--- src/rtl/seg_scan_driver_pkg.sv ---
// seg_scan_driver_pkg: segment patterns and scan timing defaults for the digit display.
package seg_scan_driver_pkg;
   localparam int SCAN_DIV_DEF     = 1000;
   localparam int DEAD_CYC_DEF     = 2;
   localparam int BLINK_FRAMES_DEF = 64;
   localparam logic [6:0] SEG_0    = 7'h3F;
   localparam logic [6:0] SEG_1    = 7'h06;
   localparam logic [6:0] SEG_2    = 7'h5B;
   localparam logic [6:0] SEG_3    = 7'h4F;
   localparam logic [6:0] SEG_4    = 7'h66;
   localparam logic [6:0] SEG_5    = 7'h6D;
   localparam logic [6:0] SEG_6    = 7'h7D;
   localparam logic [6:0] SEG_7    = 7'h07;
   localparam logic [6:0] SEG_8    = 7'h7F;
   localparam logic [6:0] SEG_9    = 7'h6F;
   localparam logic [6:0] SEG_DASH = 7'h40;
   localparam logic [6:0] SEG_OFF  = 7'h00;
   localparam logic [3:0] NIBBLE_DASH = 4'hA;
endpackage

--- src/rtl/seg_scan_driver_if.sv ---
// seg_scan_driver_if: digit/mask bus from the time blocks and the multiplexed segment outputs.
interface seg_scan_driver_if;
   logic [31:0] DIGITS;
   logic [7:0]  BLANK_MASK;
   logic [7:0]  BLINK_MASK;
   logic [7:0]  DP_MASK;
   logic [7:0]  SEG_COM;
   logic [7:0]  SEG_DATA;
   logic        FRAME_SYNC;
   modport master (output DIGITS, BLANK_MASK, BLINK_MASK, DP_MASK,
                   input  SEG_COM, SEG_DATA, FRAME_SYNC);
   modport slave  (input  DIGITS, BLANK_MASK, BLINK_MASK, DP_MASK,
                   output SEG_COM, SEG_DATA, FRAME_SYNC);
endinterface

--- src/rtl/seg_scan_driver_seg7_decode.sv ---
// seg7_decode: BCD nibble to {g..a} pattern; A is a dash, B..F are blank.
module seg7_decode
   import seg_scan_driver_pkg::*;
(
   input  logic [3:0] nibble,
   output logic [6:0] seg
);
   always_comb begin
      seg = SEG_OFF;
      case (nibble)
         4'd0:        seg = SEG_0;
         4'd1:        seg = SEG_1;
         4'd2:        seg = SEG_2;
         4'd3:        seg = SEG_3;
         4'd4:        seg = SEG_4;
         4'd5:        seg = SEG_5;
         4'd6:        seg = SEG_6;
         4'd7:        seg = SEG_7;
         4'd8:        seg = SEG_8;
         4'd9:        seg = SEG_9;
         NIBBLE_DASH: seg = SEG_DASH;
         default:     seg = SEG_OFF;
      endcase
   end
endmodule

--- src/rtl/seg_scan_driver.sv ---
// seg_scan_driver: scans 8 BCD digits onto a common-anode bank from a once-per-frame
// snapshot, with blanking, blinking and decimal points.
module seg_scan_driver
   import seg_scan_driver_pkg::*;
#(
   parameter int SCAN_DIV     = SCAN_DIV_DEF,
   parameter int DEAD_CYC     = DEAD_CYC_DEF,
   parameter int BLINK_FRAMES = BLINK_FRAMES_DEF
) (
   input  logic CLK,
   input  logic RESETN,
   seg_scan_driver_if.slave bus
);
   localparam int CW = SCAN_DIV > 1 ? $clog2(SCAN_DIV) : 1;
   localparam int FW = BLINK_FRAMES > 1 ? $clog2(BLINK_FRAMES) : 1;
   logic [CW-1:0] cnt;
   logic [2:0]    idx;
   logic [FW-1:0] frame_cnt;
   logic          blink_phase;
   logic [31:0]   sh_digits;
   logic [7:0]    sh_blank, sh_blink, sh_dp;
   logic [6:0]    seg;
   logic          tick, snap, last_frame, dead, dark;
   assign tick       = cnt == CW'(SCAN_DIV - 1);
   assign snap       = tick & (idx == 3'd7);
   assign last_frame = frame_cnt == FW'(BLINK_FRAMES - 1);
   assign dead       = int'(cnt) < DEAD_CYC;
   assign dark       = sh_blank[idx] | (sh_blink[idx] & blink_phase);
   seg7_decode u_dec (.nibble(sh_digits[idx*4 +: 4]), .seg(seg));
   // Shadow regs reset to all-blank so nothing lights before the first snapshot.
   always_ff @(posedge CLK or negedge RESETN) begin
      if (!RESETN) begin
         cnt            <= '0;
         idx            <= '0;
         frame_cnt      <= '0;
         blink_phase    <= 1'b0;
         sh_digits      <= '0;
         sh_blank       <= 8'hFF;
         sh_blink       <= '0;
         sh_dp          <= '0;
         bus.FRAME_SYNC <= 1'b0;
         bus.SEG_COM    <= 8'hFF;
         bus.SEG_DATA   <= 8'h00;
      end else begin
         cnt <= tick ? '0 : cnt + 1'b1;
         if (tick) idx <= idx + 1'b1;
         if (snap) begin
            sh_digits   <= bus.DIGITS;
            sh_blank    <= bus.BLANK_MASK;
            sh_blink    <= bus.BLINK_MASK;
            sh_dp       <= bus.DP_MASK;
            frame_cnt   <= last_frame ? '0 : frame_cnt + 1'b1;
            blink_phase <= blink_phase ^ last_frame;
         end
         bus.FRAME_SYNC <= snap;
         bus.SEG_COM    <= dead ? 8'hFF : ~(8'b1 << idx);
         bus.SEG_DATA   <= (dead | dark) ? 8'h00 : {sh_dp[idx], seg};
      end
   end
endmodule

--- src/flat_wrapper.sv ---
// flat-port wrapper written by rule: the top's interface ports become plain ports
module seg_scan_driver_flat import seg_scan_driver_pkg::*;
#(
   parameter int SCAN_DIV     = SCAN_DIV_DEF,
   parameter int DEAD_CYC     = DEAD_CYC_DEF,
   parameter int BLINK_FRAMES = BLINK_FRAMES_DEF
)
  (CLK, RESETN, bus_DIGITS, bus_BLANK_MASK, bus_BLINK_MASK, bus_DP_MASK, bus_SEG_COM, bus_SEG_DATA, bus_FRAME_SYNC);
  seg_scan_driver_if bus_i ();
  input  logic CLK;
  input  logic RESETN;
  input wire logic [$bits(bus_i.DIGITS)-1:0] bus_DIGITS;
  input wire logic [$bits(bus_i.BLANK_MASK)-1:0] bus_BLANK_MASK;
  input wire logic [$bits(bus_i.BLINK_MASK)-1:0] bus_BLINK_MASK;
  input wire logic [$bits(bus_i.DP_MASK)-1:0] bus_DP_MASK;
  output wire logic [$bits(bus_i.SEG_COM)-1:0] bus_SEG_COM;
  output wire logic [$bits(bus_i.SEG_DATA)-1:0] bus_SEG_DATA;
  output wire logic [$bits(bus_i.FRAME_SYNC)-1:0] bus_FRAME_SYNC;
  assign bus_i.DIGITS = bus_DIGITS;
  assign bus_i.BLANK_MASK = bus_BLANK_MASK;
  assign bus_i.BLINK_MASK = bus_BLINK_MASK;
  assign bus_i.DP_MASK = bus_DP_MASK;
  assign bus_SEG_COM = bus_i.SEG_COM;
  assign bus_SEG_DATA = bus_i.SEG_DATA;
  assign bus_FRAME_SYNC = bus_i.FRAME_SYNC;
  seg_scan_driver #(.SCAN_DIV(SCAN_DIV), .DEAD_CYC(DEAD_CYC), .BLINK_FRAMES(BLINK_FRAMES)) u_core (.CLK(CLK), .RESETN(RESETN), .bus(bus_i));
endmodule
--- config.mk ---
export PLATFORM = sky130hd
export DESIGN_NAME = seg_scan_driver_flat
export DESIGN_NICKNAME = d
export VERILOG_FILES = /design/src/rtl/seg_scan_driver_pkg.sv /design/src/rtl/seg_scan_driver_if.sv /design/src/rtl/seg_scan_driver_seg7_decode.sv /design/src/rtl/seg_scan_driver.sv /design/src/flat_wrapper.sv
export SDC_FILE = /design/constraint.sdc
export NUM_CORES = 1
export LEC_CHECK = 0
export CORE_AREA = 2 2 100 102
export DETAILED_ROUTE_END_ITERATION = 8
export DIE_AREA = 0 0 102 104
export DONT_BUFFER_PORTS = 1
export GPL_ROUTABILITY_DRIVEN = 0
export PLACE_DENSITY = 0.56
export SYNTH_ARGS = -nofsm -noshare
export SYNTH_HDL_FRONTEND = slang
export SYNTH_HIERARCHICAL = 1
export SYNTH_SLANG_ARGS = --single-unit
export TNS_END_PERCENT = 1
--- constraint.sdc ---
create_clock -name CLK -period 4.6 [get_ports CLK]
set_input_delay 0.92 -clock CLK [delete_from_list [all_inputs] [get_ports CLK]]
set_output_delay 0.92 -clock CLK [all_outputs]
set_load 0.02 [all_outputs]
; Word level (Yosys, flattened, before mapping)
; Memories as Yosys holds them, arrays and structs flattened.
; Cells that the tools add are included.
[classes]
n_addsub = 3
shifts = 2
n_eq_ne = 3
bitwise = 6
order_cmp = 2
mux = 10
[op_table]
columns = op, n
row1 = variable part select 32 x 6 -> 4 bit, 1
row2 = 2-to-1 mux 8 bit, 2
row3 = "adder 10 x 1 -> 10 bit, second input constant", 1
row4 = "== test 10 bit, second input constant", 1
row5 = "less-than comparator 10 x 2 -> 1 bit, second input constant", 1
row6 = 2-to-1 mux 10 bit, 1
row7 = binary-select mux 1 bit (select 3 bit), 3
row8 = NOT 8 bit, 1
row9 = "left shift 1 x 3 -> 8 bit, first input constant", 1
row10 = "adder 6 x 1 -> 6 bit, second input constant", 1
row11 = "== test 6 bit, second input constant", 1
row12 = 2-to-1 mux 6 bit, 1
row13 = "less-than comparator 3 x 4 -> 1 bit, second input constant", 1
row14 = "adder 3 x 1 -> 3 bit, second input constant", 1
row15 = "== test 3 bit, second input constant", 1
row16 = 2-to-1 mux 1 bit, 3
row17 = bitwise AND 1 bit, 2
row18 = bitwise OR 1 bit, 2
row19 = bitwise XOR 1 bit, 1
[word_totals]
out_inout_bits = 17
rom_bits = 112
n_memories = 1
register_bits = 93
[memory_table]
columns = name, words, width, rd, rd_ports_with_merged_regs, wr, line
row1 = (no name shown), 16, 7, 1, 0, 0, seg_scan_driver_seg7_decode.sv:10  ; case (nibble)

; Longest topological paths before layout
[logic_depth]
word_depth = 6
ltp_mapped = 11

; By module
; Netlist, hierarchy kept.
[modules_own_cells]
columns = module, instances, cells_per_inst, area_per_inst_um2
row1 = seg_scan_driver, 1, 411, 4101.4
row2 = seg7_decode, 1, 26, 196.4

; Worst setup path before layout
; Ideal clock, no wire load.
[synth_path]
kind = register -> register
start = reg u_core.idx[0]
end = reg u_core.bus.SEG_DATA[6]
t_arrival_ps = 2248
slack_ps = 2286
setup_ps = 66
required_time_ps = 4534
period_less_slack_ps = 2314
path_stages_with_launch = 10
path_buffers = 2
path_cell_list = dfrtp_1 -> buf_2 -> buf_2 -> mux4_2 -> nand2_1 -> nand2_1 -> ha_1 -> mux2_4 -> o22ai_2 -> and2_1
[synth_lines]
columns = element, line
row1 = "start, declared", seg_scan_driver.sv:17  ; logic [2:0] idx;
row2 = "start signal, assigned", seg_scan_driver.sv:46  ; if (tick) idx <= idx + 1'b1;
row3 = variable part select 32 x 6 -> 4 bit, seg_scan_driver.sv:29  ; seg7_decode u_dec (.nibble(sh_digits[idx*4 +: 4]), .seg(seg));
row4 = memory read (16 x 7 bit), -
row5 = named net u_core.seg[6], seg_scan_driver.sv:22  ; logic [6:0] seg;
row6 = 2-to-1 mux 8 bit, seg_scan_driver.sv:57  ; bus.SEG_DATA <= (dead | dark) ? 8'h00 : {sh_dp[idx], seg};
row7 = "end signal, assigned", seg_scan_driver.sv:57
row8 = "end, declared", seg_scan_driver_if.sv:13  ; output SEG_COM, SEG_DATA, FRAME_SYNC);
; The timed path passes the listed nets, and every way through them passes these cells. The select of a mux whose other input is x is not followed.
; A chain may end at the register's enable or synchronous reset.

; Worst setup path in the final report
[layout_path]
start = reg u_core.idx[1]
end = reg u_core.frame_cnt[2]
[layout_via]
elab_chain_cells = 2
[layout_rtl]
columns = element, line
row1 = == test 3 bit, seg_scan_driver.sv:25  ; assign snap = tick & (idx == 3'd7);
row2 = bitwise AND 1 bit, seg_scan_driver.sv:25
row3 = "end signal, assigned", seg_scan_driver.sv:52  ; frame_cnt <= last_frame ? '0 : frame_cnt + 1'b1;
row4 = "end, declared", seg_scan_driver.sv:18  ; logic [FW-1:0] frame_cnt;
; No other way between the ends.

==> results.sh <==
export IMPL_worst_setup_path_start_kind="flip-flop"
export IMPL_crit_required_ps=4850
export IMPL_worst_path_max_delay_cell="sky130_fd_sc_hd__nor4_4"
export IMPL_cts_buffers=9
export IMPL_final_max_slew_viols=0
export IMPL_detail_route_antenna_nets=0
export IMPL_whs_ps=251
export IMPL_synth_seq_area_share_pct=54.6
export IMPL_async_set_or_reset_register_ratio_after_synthesis_pct=100
export IMPL_root_buffer_master="sky130_fd_sc_hd__clkbuf_8"
export IMPL_synth_top_cell_by_area="sky130_fd_sc_hd__dfrtp_1"
export IMPL_ys_seq_elements=93
export IMPL_die_h_um=104
export IMPL_grt_setup_unrepaired="no"
export IMPL_yosys_warnings=6
export IMPL_setup_worst_path_class="reg -> reg"
export IMPL_maxCapViolations=0
export IMPL_synth_top_cells_by_area="sky130_fd_sc_hd__dfrtp_1 (45%), sky130_fd_sc_hd__nand2_1 (17%), sky130_fd_sc_hd__dfstp_2 (9.8%), sky130_fd_sc_hd__mux4_2 (6.8%), sky130_fd_sc_hd__ha_1 (4.1%)"
export IMPL_power_per_cell_area_mw_per_mm2=300
export IMPL_cts_tree="yes"
export IMPL_clock_period_minus_final_worst_setup_slack_ps=3090
export IMPL_detailed_place_hpwl_mm=5.69
export IMPL_post_drt_via_cell_ratio=4.93
export IMPL_setup_viol=0
export IMPL_cp_arrival_ps=3350
export IMPL_timing_final_hold_violations=0
export IMPL_postCtsResizedCells=0
export IMPL_critical_path_max_stage_delay_ps=870
export IMPL_finalWorstSetupSlack_ps=1510
export IMPL_synth_edff_count=0
export IMPL_synthMostInstantiatedCell="sky130_fd_sc_hd__nand2_1"
export IMPL_critical_path_peak_fanout=22
export IMPL_areaGrowthSynthToFinish_pct=7.22
export IMPL_number_of_antenna_violations_at_the_first_check_in_global_routing=0
export IMPL_regArea_mm2=0.00235
export IMPL_finalSetupTns_ps=0
export IMPL_rows=36
export IMPL_chipWidth_um=102
export IMPL_synth_cells_most_frequent="sky130_fd_sc_hd__nand2_1 (200), sky130_fd_sc_hd__dfrtp_1 (77), sky130_fd_sc_hd__dfstp_2 (16)"
export IMPL_dr_pass1_iters=4
export IMPL_outcome="finished, final reports clean"
export IMPL_first_global_vias=2878
export IMPL_ys_dominant_reg_cell="sky130_fd_sc_hd__dfrtp_1"
export IMPL_starting_density_of_the_core_pct=45.0
export IMPL_cp_common_cell="sky130_fd_sc_hd__ha_1"
export IMPL_routed_wirelength_mm=8.43
export IMPL_vias=2813
export IMPL_global_route_overflow_total=0
export IMPL_multiInputGateArea_mm2=0.00182
export IMPL_total_power_mw=1.38
export IMPL_dp_slack_ps=1440
export IMPL_grt_first_pass_wirelength_mm=14.4
export IMPL_post_route_drc_count=0
export IMPL_fillCellCount=949
export IMPL_clock_tree_buffer_depth=2
export IMPL_drt_initial_drc_count=98
export IMPL_finish_net_count=505
export IMPL_core_mm2=0.00955
export IMPL_worst_clock_skew_ps=14.1
export IMPL_antenna_diode_count=0
export IMPL_syn_cell_area_mm2=0.00430
export IMPL_number_of_buffers_inserted_by_port_buffering=0
export IMPL_postSynthAreaPerCell_um2=9.83
export IMPL_deepest_level_of_the_cts_h_tree=3
export IMPL_cts_clk_slew_worst_paths_ps=100
export IMPL_drive_gt1_share_pct=13.7
export IMPL_cts_post_setup_buffers_inserted=0
export IMPL_cts_hold_buf=0
export IMPL_synth_cells=437
export IMPL_maxClockFrequency_mhz=323
export IMPL_worst_slew_margin_rel_pct=25.2
export IMPL_synth_top_area_share_pct=44.8
export IMPL_worstSetupEndpointType="flip-flop"
export IMPL_post_route_period_util_pct=67.3
export IMPL_die_area_mm2=0.0106
export IMPL_clkSinkCount=93
export IMPL_post_synth_num_cell_types=42
export IMPL_max_slew_worst_pin_slew_ps=1110
export IMPL_leakage_nw=2.05
export IMPL_pin_count=75
export IMPL_clock_insertion_delay_worst_skew_ps=360
export IMPL_grt_usage_pct=17.4
export IMPL_vdd_ir_drop_worst_mv=0.140
export IMPL_detail_route_wl_per_cell_um=14.8
export IMPL_syn_num_nets=509
export IMPL_worstPathCellList="ha_1 > ha_1 > nand4_1 > nor4_4 > buf_4 > nand2_1 > xnor2_1"
export IMPL_hold_path_class="in -> async"
export IMPL_pin_count_of_the_biggest_net_entering_global_routing=94
-- flip-flops by register name, indices dropped and copies added (netlist names) --
| signal | count |
|---|---|
| u_core/sh_digits | 32 |
| u_core/cnt | 10 |
| u_core/bus.SEG_COM | 8 |
| u_core/bus.SEG_DATA | 8 |
| u_core/sh_blank | 8 |
| u_core/sh_blink | 8 |
| u_core/sh_dp | 8 |
| u_core/frame_cnt | 6 |
| u_core/idx | 3 |
| u_core/blink_phase | 1 |
| u_core/bus.FRAME_SYNC | 1 |
-- cells by family after synthesis --
kind of cell,after synthesis,synth area share [%]
compound gates,27,4.22
xor+xnor,10,2.04
fa+ha+maj,14,4.08
buf+inv,29,3.00
flops,93,54.6
mux,16,7.63
simple gates,248,24.4
-- stage by stage --
stage	util, %	area, um2	std cells
5_1_grt	48.3	4610	571
4_1_cts	48.3	4610	571
2_1_floorplan	-	4300	437
3_3_place_gp	46.1	4400	555
3_5_place_dp	46.1	4400	555
6_report	48.3	4610	571
-- cells in the final DEF, fill, tap and decap left out, drive strengths merged, types with 5 or more instances in the layout --
cell / n
nand2: 200
dfrtp: 77
dfstp: 16
ha: 14
mux4: 13
inv: 13
nor2: 10
clkbuf: 9
o21ai: 9
and2: 8
nand3: 8
xnor2: 8
nor3: 5
and3: 5
a21oi: 5
-- critical path: cells and delay by family (launching register included) --
| family | cells | cell delay (ps) |
|---|---|---|
| xor+xnor | 1 | 120 |
| fa+ha+maj | 2 | 510 |
| buf+inv | 1 | 390 |
| flops | 1 | 830 |
| simple gates | 3 | 1150 |
-- layout make-up --
type	count	area share [%]
Clock buffer	9	2.69
Sequential cell	93	50.9
Timing Repair Buffer	4	0.652
Tap cell	133	3.61
Clock inverter	7	1.76
Inverter	10	0.815
Multi-Input combinational cell	315	39.5
-- per-layer routing --
metal	global-route usage (%)	routed length, um	vias up
li1	-	-	1407
met1	25.4	4230	1344
met2	25.0	3770	55
met3	4.10	344	7
met4	6.57	76	0
met5	0	0	-
-- power breakdown --
group	total (mW)	switching, mW	internal, mW	leakage (nW)
Clock	0.563	0.304	0.259	0.101
Combinational	0.000541	0	0.000540	0.971
Sequential	0.818	0	0.818	0.979
Total	1.38	0.304	1.08	2.05
-- final timing paths --
| check | from | cells past startpoint | slack, ps | to |
|---|---|---|---|---|
| hold reg to reg | u_core/sh_blank[4] | 2 | 460 | u_core/sh_blank[4] |
| setup reg to reg | u_core/idx[1] | 7 | 1510 | u_core/frame_cnt[2] |
| setup / recovery | u_core/idx[1] | 7 | 1510 | u_core/frame_cnt[2] |
| hold / removal | RESETN | 0 | 250 | u_core/bus.SEG_DATA[7] |
| max in group asynchronous | RESETN | 0 | 4110 | u_core/sh_blank[5] |
| min in group CLK | u_core/sh_blank[4] | 2 | 460 | u_core/sh_blank[4] |
Note: power is estimated with default switching activity, not from simulation.
